`src/rtl/buffered_serializer.sv`:
```
// buffered_serializer
//   Word FIFO filled from the fabric and drained as a frame of i_length words.
//   Each word is shifted out over LANES parallel bit lanes, BEATS = DATA_W/LANES
//   beats per word, with no gaps inside a frame. Single clock domain.
//
// Ports
//   i_clk, i_rst_n            clock, synchronous active-low reset
//   i_wr_data/i_wr_valid      write side; o_wr_ready = 1 while level < DEPTH
//   i_start/i_length          frame request (sampled only in IDLE), 1..DEPTH words
//   o_start_err               1-cycle pulse: request rejected
//   o_busy                    frame in progress
//   o_ser_data/o_ser_valid    current lane slice and its qualifier
//   o_ser_first/o_ser_last    first / final beat of the frame
//   o_done                    1-cycle pulse on the cycle after o_ser_last
//   o_level                   words currently stored
module buffered_serializer #(
  parameter int DATA_W    = 8,
  parameter int DEPTH     = 256,
  parameter int LANES     = 1,
  parameter int MSB_FIRST = 0,
  parameter int LEN_W     = $clog2(DEPTH) + 1
) (
  input  logic              i_clk,
  input  logic              i_rst_n,
  input  logic [DATA_W-1:0] i_wr_data,
  input  logic              i_wr_valid,
  output logic              o_wr_ready,
  input  logic              i_start,
  input  logic [LEN_W-1:0]  i_length,
  output logic              o_start_err,
  output logic              o_busy,
  output logic [LANES-1:0]  o_ser_data,
  output logic              o_ser_valid,
  output logic              o_ser_first,
  output logic              o_ser_last,
  output logic              o_done,
  output logic [LEN_W-1:0]  o_level
);

  localparam int BEATS = DATA_W / LANES;
  localparam int AW    = $clog2(DEPTH);
  localparam int BW    = (BEATS > 1) ? $clog2(BEATS) : 1;
  localparam logic [BW-1:0]    BEAT_LAST = BW'(BEATS - 1);
  localparam logic [LEN_W-1:0] DEPTH_L   = LEN_W'(DEPTH);

  typedef enum logic [1:0] {
    S_IDLE  = 2'd0,
    S_FETCH = 2'd1,
    S_SHIFT = 2'd2
  } state_t;

  state_t r_state, w_state_nxt;

  logic [DATA_W-1:0] r_mem [DEPTH];
  logic [AW-1:0]     r_wr_ptr, r_rd_ptr;
  logic [LEN_W-1:0]  r_level;
  logic [LEN_W-1:0]  r_len;
  logic [LEN_W-1:0]  r_word;
  logic [BW-1:0]     r_beat;
  logic [DATA_W-1:0] r_shreg;
  logic              r_done;
  logic              r_start_err;

  logic              w_wr_en;
  logic              w_len_bad;
  logic              w_start_ok;
  logic              w_start_bad;
  logic              w_fetch;
  logic              w_shift;
  logic              w_frame_end;
  logic              w_beat_last;
  logic              w_word_last;
  logic [LANES-1:0]  w_slice;
  logic [DATA_W-1:0] w_shreg_nxt;

  assign o_wr_ready = (r_level < DEPTH_L);
  assign w_wr_en    = i_wr_valid && o_wr_ready;

  // Availability is checked against the stored level only; a write landing in
  // the same cycle as the start does not count towards it.
  assign w_len_bad = (i_length == '0) || (i_length > DEPTH_L) || (i_length > r_level);

  assign w_beat_last = (r_beat == BEAT_LAST);
  assign w_word_last = (r_word == (r_len - LEN_W'(1)));

  // Slice selection and shift direction are fixed at elaboration.
  generate
    if (MSB_FIRST != 0) begin : g_msb
      assign w_slice     = r_shreg[DATA_W-1 -: LANES];
      assign w_shreg_nxt = r_shreg << LANES;
    end else begin : g_lsb
      assign w_slice     = r_shreg[LANES-1:0];
      assign w_shreg_nxt = r_shreg >> LANES;
    end
  endgenerate

  // ---------------------------------------------------------------- FSM
  always_ff @(posedge i_clk) begin
    if (!i_rst_n) r_state <= S_IDLE;
    else          r_state <= w_state_nxt;
  end

  always_comb begin
    w_state_nxt = r_state;
    w_start_ok  = 1'b0;
    w_start_bad = 1'b0;
    w_fetch     = 1'b0;
    w_shift     = 1'b0;
    w_frame_end = 1'b0;
    case (r_state)
      S_IDLE: begin
        if (i_start) begin
          if (w_len_bad) begin
            w_start_bad = 1'b1;
          end else begin
            w_start_ok  = 1'b1;
            w_state_nxt = S_FETCH;
          end
        end
      end
      S_FETCH: begin
        w_fetch     = 1'b1;
        w_state_nxt = S_SHIFT;
      end
      S_SHIFT: begin
        if (w_beat_last) begin
          if (w_word_last) begin
            w_frame_end = 1'b1;
            w_state_nxt = S_IDLE;
          end else begin
            // Next word is read on the last beat so the following cycle
            // already carries its beat 0.
            w_fetch = 1'b1;
          end
        end else begin
          w_shift = 1'b1;
        end
      end
      default: w_state_nxt = S_IDLE;
    endcase
  end

  // ---------------------------------------------------------------- storage
  // No reset on the array: a reset discards contents by clearing the pointers.
  always_ff @(posedge i_clk) begin
    if (w_wr_en) r_mem[r_wr_ptr] <= i_wr_data;
  end

  // ---------------------------------------------------------------- datapath
  always_ff @(posedge i_clk) begin
    if (!i_rst_n) begin
      r_wr_ptr    <= '0;
      r_rd_ptr    <= '0;
      r_level     <= '0;
      r_len       <= '0;
      r_word      <= '0;
      r_beat      <= '0;
      r_shreg     <= '0;
      r_done      <= 1'b0;
      r_start_err <= 1'b0;
    end else begin
      r_done      <= w_frame_end;
      r_start_err <= w_start_bad;

      if (w_wr_en) r_wr_ptr <= r_wr_ptr + AW'(1);

      case ({w_wr_en, w_fetch})
        2'b10:   r_level <= r_level + LEN_W'(1);
        2'b01:   r_level <= r_level - LEN_W'(1);
        default: r_level <= r_level;
      endcase

      if (w_start_ok) r_len <= i_length;

      if (w_fetch) begin
        r_shreg  <= r_mem[r_rd_ptr];
        r_rd_ptr <= r_rd_ptr + AW'(1);
        r_beat   <= '0;
        r_word   <= (r_state == S_FETCH) ? '0 : (r_word + LEN_W'(1));
      end else if (w_shift) begin
        r_shreg <= w_shreg_nxt;
        r_beat  <= r_beat + BW'(1);
      end
    end
  end

  // ---------------------------------------------------------------- outputs
  assign o_busy      = (r_state != S_IDLE);
  assign o_ser_valid = (r_state == S_SHIFT);
  assign o_ser_data  = o_ser_valid ? w_slice : '0;
  assign o_ser_first = o_ser_valid && (r_beat == '0) && (r_word == '0);
  assign o_ser_last  = o_ser_valid && w_beat_last && w_word_last;
  assign o_done      = r_done;
  assign o_start_err = r_start_err;
  assign o_level     = r_level;

endmodule

```
`config.mk`:
```
export PLATFORM = sky130hd
export DESIGN_NAME = buffered_serializer
export DESIGN_NICKNAME = d
export VERILOG_FILES = /design/src/rtl/buffered_serializer.sv
export SDC_FILE = /design/constraint.sdc
export NUM_CORES = 2
export LEC_CHECK = 0
export BUFFER_PORTS_ARGS = -buffer_cell sky130_fd_sc_hd__buf_2
export CORE_UTILIZATION = 50
export CTS_CLUSTER_DIAMETER = 40
export DETAILED_ROUTE_END_ITERATION = 7
export GPL_TIMING_DRIVEN = 0
export PLACE_DENSITY = 0.65
export SETUP_SLACK_MARGIN = 0.02
export SLEW_MARGIN = 20
export SYNTH_ARGS = -nofsm -noshare
export SYNTH_HDL_FRONTEND = slang
export SYNTH_SLANG_ARGS = --single-unit
```
`constraint.sdc`:
```
create_clock -name i_clk -period 6.87 [get_ports i_clk]
set_input_delay 1.374 -clock i_clk [delete_from_list [all_inputs] [get_ports i_clk]]
set_output_delay 1.374 -clock i_clk [all_outputs]
set_load 0.02 [all_outputs]
```
==> flow_summary.ini <==
[run_status]
run_status = finished clean

[timing]
fin_skew_ns = 0.0809
rsz0062_at_grt = false
clock.fmax_ghz = 0.164
finalHoldViolations = 0
period_needed_ns = 6.11
worst_pin_slew_ns = 1.28
timing.final.crit_share_pct = 88.9
totalNegativeSetupSlack_ns = 0
relSlewSlack_pct = 15.0
holdWs_ns = 0.477
maxSlewViolCount = 0
setup_viol = 0

[clock_network]
hold_buffers = 0
path_clk_slew_ns = 0.05
clk_path_buf_depth = 4
postCtsSetupRepairBufs = 0
cts_buffers = 286
cts_root_buf = clkbuf_16
tritoncts = built
htreeDepth = 5
cts.repair.resized = 0
cts.sinks = 2114
worstSkewPairLatency_ns = 0.94

[power]
p_leak_nw = 29.2
power_switching_w = 0.00695
max-vdd-ir-drop_mv = 0.256
combPwrFrac_pct = 7.1
powerDensity_nw_per_um2 = 321
pwr-share-clk_pct = 46.7
intPower_w = 0.0238
pwr-share-seq_pct = 46.2
total_power_w = 0.0307
p_sw_share_pct = 22.6

[synthesis]
async_reset_ff_share_pct = 0
synth_edf_count = 2048
synth_area_um2 = 83000
synth_top_area_cell = edfxtp_1
ys_seq_area_share_pct = 75.7
synth.most_common_cell = edfxtp_1
synth_top_area_share_pct = 74.1
synth_commonest_cells = edfxtp_1 (2,048), mux4_2 (450), nor2_1 (336), mux2i_1 (164), clkbuf_1 (122)
synth_area_leaders = edfxtp_1 (74%), mux4_2 (12%), mux2i_1 (2.0%)
ys_types = 71
synth_ff_type = edfxtp_1
synth_seq_cells = 2114
yosys_warnings = 0
syn_avg_cell_area_um2 = 19.8
syn_inst = 4191
syn_nets = 4238

[floorplanning]
die_h_um = 409
die_w_um = 409
fp.coreArea_um2 = 165000
start_util_pct = 50.3
num_rows = 149
dieArea_um2 = 168000
io_pins = 38

[route]
num_vias = 44900
drc = 0
wirelength_mm = 238
detail-route-antenna-nets = 0
first_pass_iters = 6
wl_per_cell_um = 34.3
drt-initial-drc-count = 6447
viasPerCell = 6.47

[setup_path]
path_max_fanout = 10
crit_arrival_ns = 6.93
cpLargestDelayFamily = compound AO/OA/AOI/OAI gates
required_ns = 7.69
endpoint_kind = flop
cp.depth = 22
crit_chain = inv_1 > ha_1 > and2_1 > o21a_1 > o31ai_1 > nand4_1 > o41ai_4 > buf_6 > inv_2 > ha_1 > clkbuf_1 > buf_1 > xor2_1 > ha_1 > a21oi_1 > o31ai_1 > a221oi_1 > o31ai_1 > a221oi_1 > a41oi_1 > or3_1 > a21oi_1
cp_slowest_cell = o41ai_4
crit_buf_inv = 5
cp-start-kind = flop
r2r_cells = 22
slowest_delay_ns = 0.74
critPathKind = reg2reg

[global_routing]
grt_max_degree = 144
grt_usage_pct = 28.4
globalRoute.totalOverflow = 0
antenna_found_initial = 9
grt_pass1_wl_mm = 332
grt_pass1_vias = 44400

[min_path]
hp-class = reg2reg
hold_path_depth = 2

[final_layout]
nFillCells = 12000
layout-drive-gt1-share_pct = 23.6
instances_no_fill = 6934
area_growth_pct = 15.3
utilization_pct = 58.0
fin_nets = 4578

[placement]
dp_cells = 6431
numPortBuffers = 36
gp_congestion = 0.966
dp.final_hpwl_mm = 157

[job]
max-cap-violations = 0
## power groups by stage
stage | sequential [W] | clock (W) | combinational, W
6_report | 0.0142 | 0.0144 | 0.00217
2_1_floorplan | 0.0145 | 0 | 0.00130
4_1_cts | 0.0142 | 0.0144 | 0.00216
3_3_place_gp | 0.0145 | 0 | 0.00209
3_5_place_dp | 0.0145 | 0 | 0.00215
5_1_grt | 0.0142 | 0.0149 | 0.00226
## logic make-up after synthesis
logic type | count (synthesis) | synth area share, %
compound gates | 449 | 3.84
fa+ha+maj | 26 | 0.392
simple gates | 645 | 3.43
flops | 2114 | 75.7
xor+xnor | 36 | 0.389
buf+inv | 294 | 1.86
mux | 627 | 14.4
## flip-flops by register name (all words and copies together) (netlist names), named ones only
register     flops
o_done           1
r_rd_ptr         8
r_state          2
r_mem         2048
o_level          9
r_len            9
r_wr_ptr         8
r_shreg          8
r_word           9
o_start_err      1
r_beat           3
## cell usage in the layout (no fill, tap or decap), types with 32 or more instances in the layout
master / Yosys / routed
a21oi_1: 108 / 108
a221oi_1: 33 / 33
a22oi_1: 63 / 63
buf_2: 63 / 91
clkbuf_1: 122 / 144
clkbuf_16: 0 / 292
clkinv_1: 0 / 36
clkinv_2: 0 / 32
dfxtp_1: 66 / 66
edfxtp_1: 2048 / 2048
inv_6: 0 / 33
mux2i_1: 164 / 164
mux4_2: 450 / 450
nand2_1: 103 / 103
nand3_1: 55 / 55
nor2_1: 336 / 304
nor2_2: 0 / 32
nor3_1: 59 / 59
o221ai_1: 66 / 66
o22ai_1: 53 / 53
## stage by stage
step | area (µm²) | setup WS, ns
after global placement | 85900 | 0.796
after CTS | 95500 | 0.758
after detailed placement | 86400 | 0.787
final | 95600 | 0.762
after floorplan | 83000 | 1.94
after global routing | 95600 | 0.173
## final timing paths
path              start         end  slack (ns)
max reg2reg    r_len[0]  o_level[8]        0.76
max            r_len[0]  o_level[8]        0.76
min          r_state[1]  r_state[1]        0.48
min reg2reg  r_state[1]  r_state[1]        0.48
## layer usage
metal	routed length, µm	track usage, %	vias to the layer above
met1	91000	38.8	23400
met5	27	0	-
met4	11400	12.8	4
met3	25600	7.37	569
li1	-	-	18100
met2	110000	43.3	2812
## area by class of cell
| cell class | count | area, µm² | share of cell area (%) |
|---|---|---|---|
| Sequential cell | 2114 | 62800 | 65.7 |
| Multi-Input combinational cell | 1783 | 18700 | 19.5 |
| Clock buffer | 329 | 7460 | 7.80 |
| Tap cell | 2189 | 2740 | 2.86 |
| Clock inverter | 167 | 1670 | 1.75 |
| Buffer | 263 | 1440 | 1.51 |
| Timing Repair Buffer | 52 | 684 | 0.716 |
| Inverter | 31 | 116 | 0.122 |
| Antenna cell | 6 | 15.0 | 0.0157 |
## worst reg2reg max path, cell delays in order (launching register included)
cell and delay [ns]:
dfxtp_1 0.44, inv_1 0.08, ha_1 0.22, and2_1 0.17, o21a_1 0.18, o31ai_1 0.25, nand4_1 0.25, o41ai_4 0.74
buf_6 0.30, inv_2 0.12, ha_1 0.24, clkbuf_1 0.22, buf_1 0.32, xor2_1 0.22, ha_1 0.22, a21oi_1 0.25
o31ai_1 0.10, a221oi_1 0.52, o31ai_1 0.12, a221oi_1 0.38, a41oi_1 0.20, or3_1 0.34, a21oi_1 0.14
(Power assumes the default switching activity.)
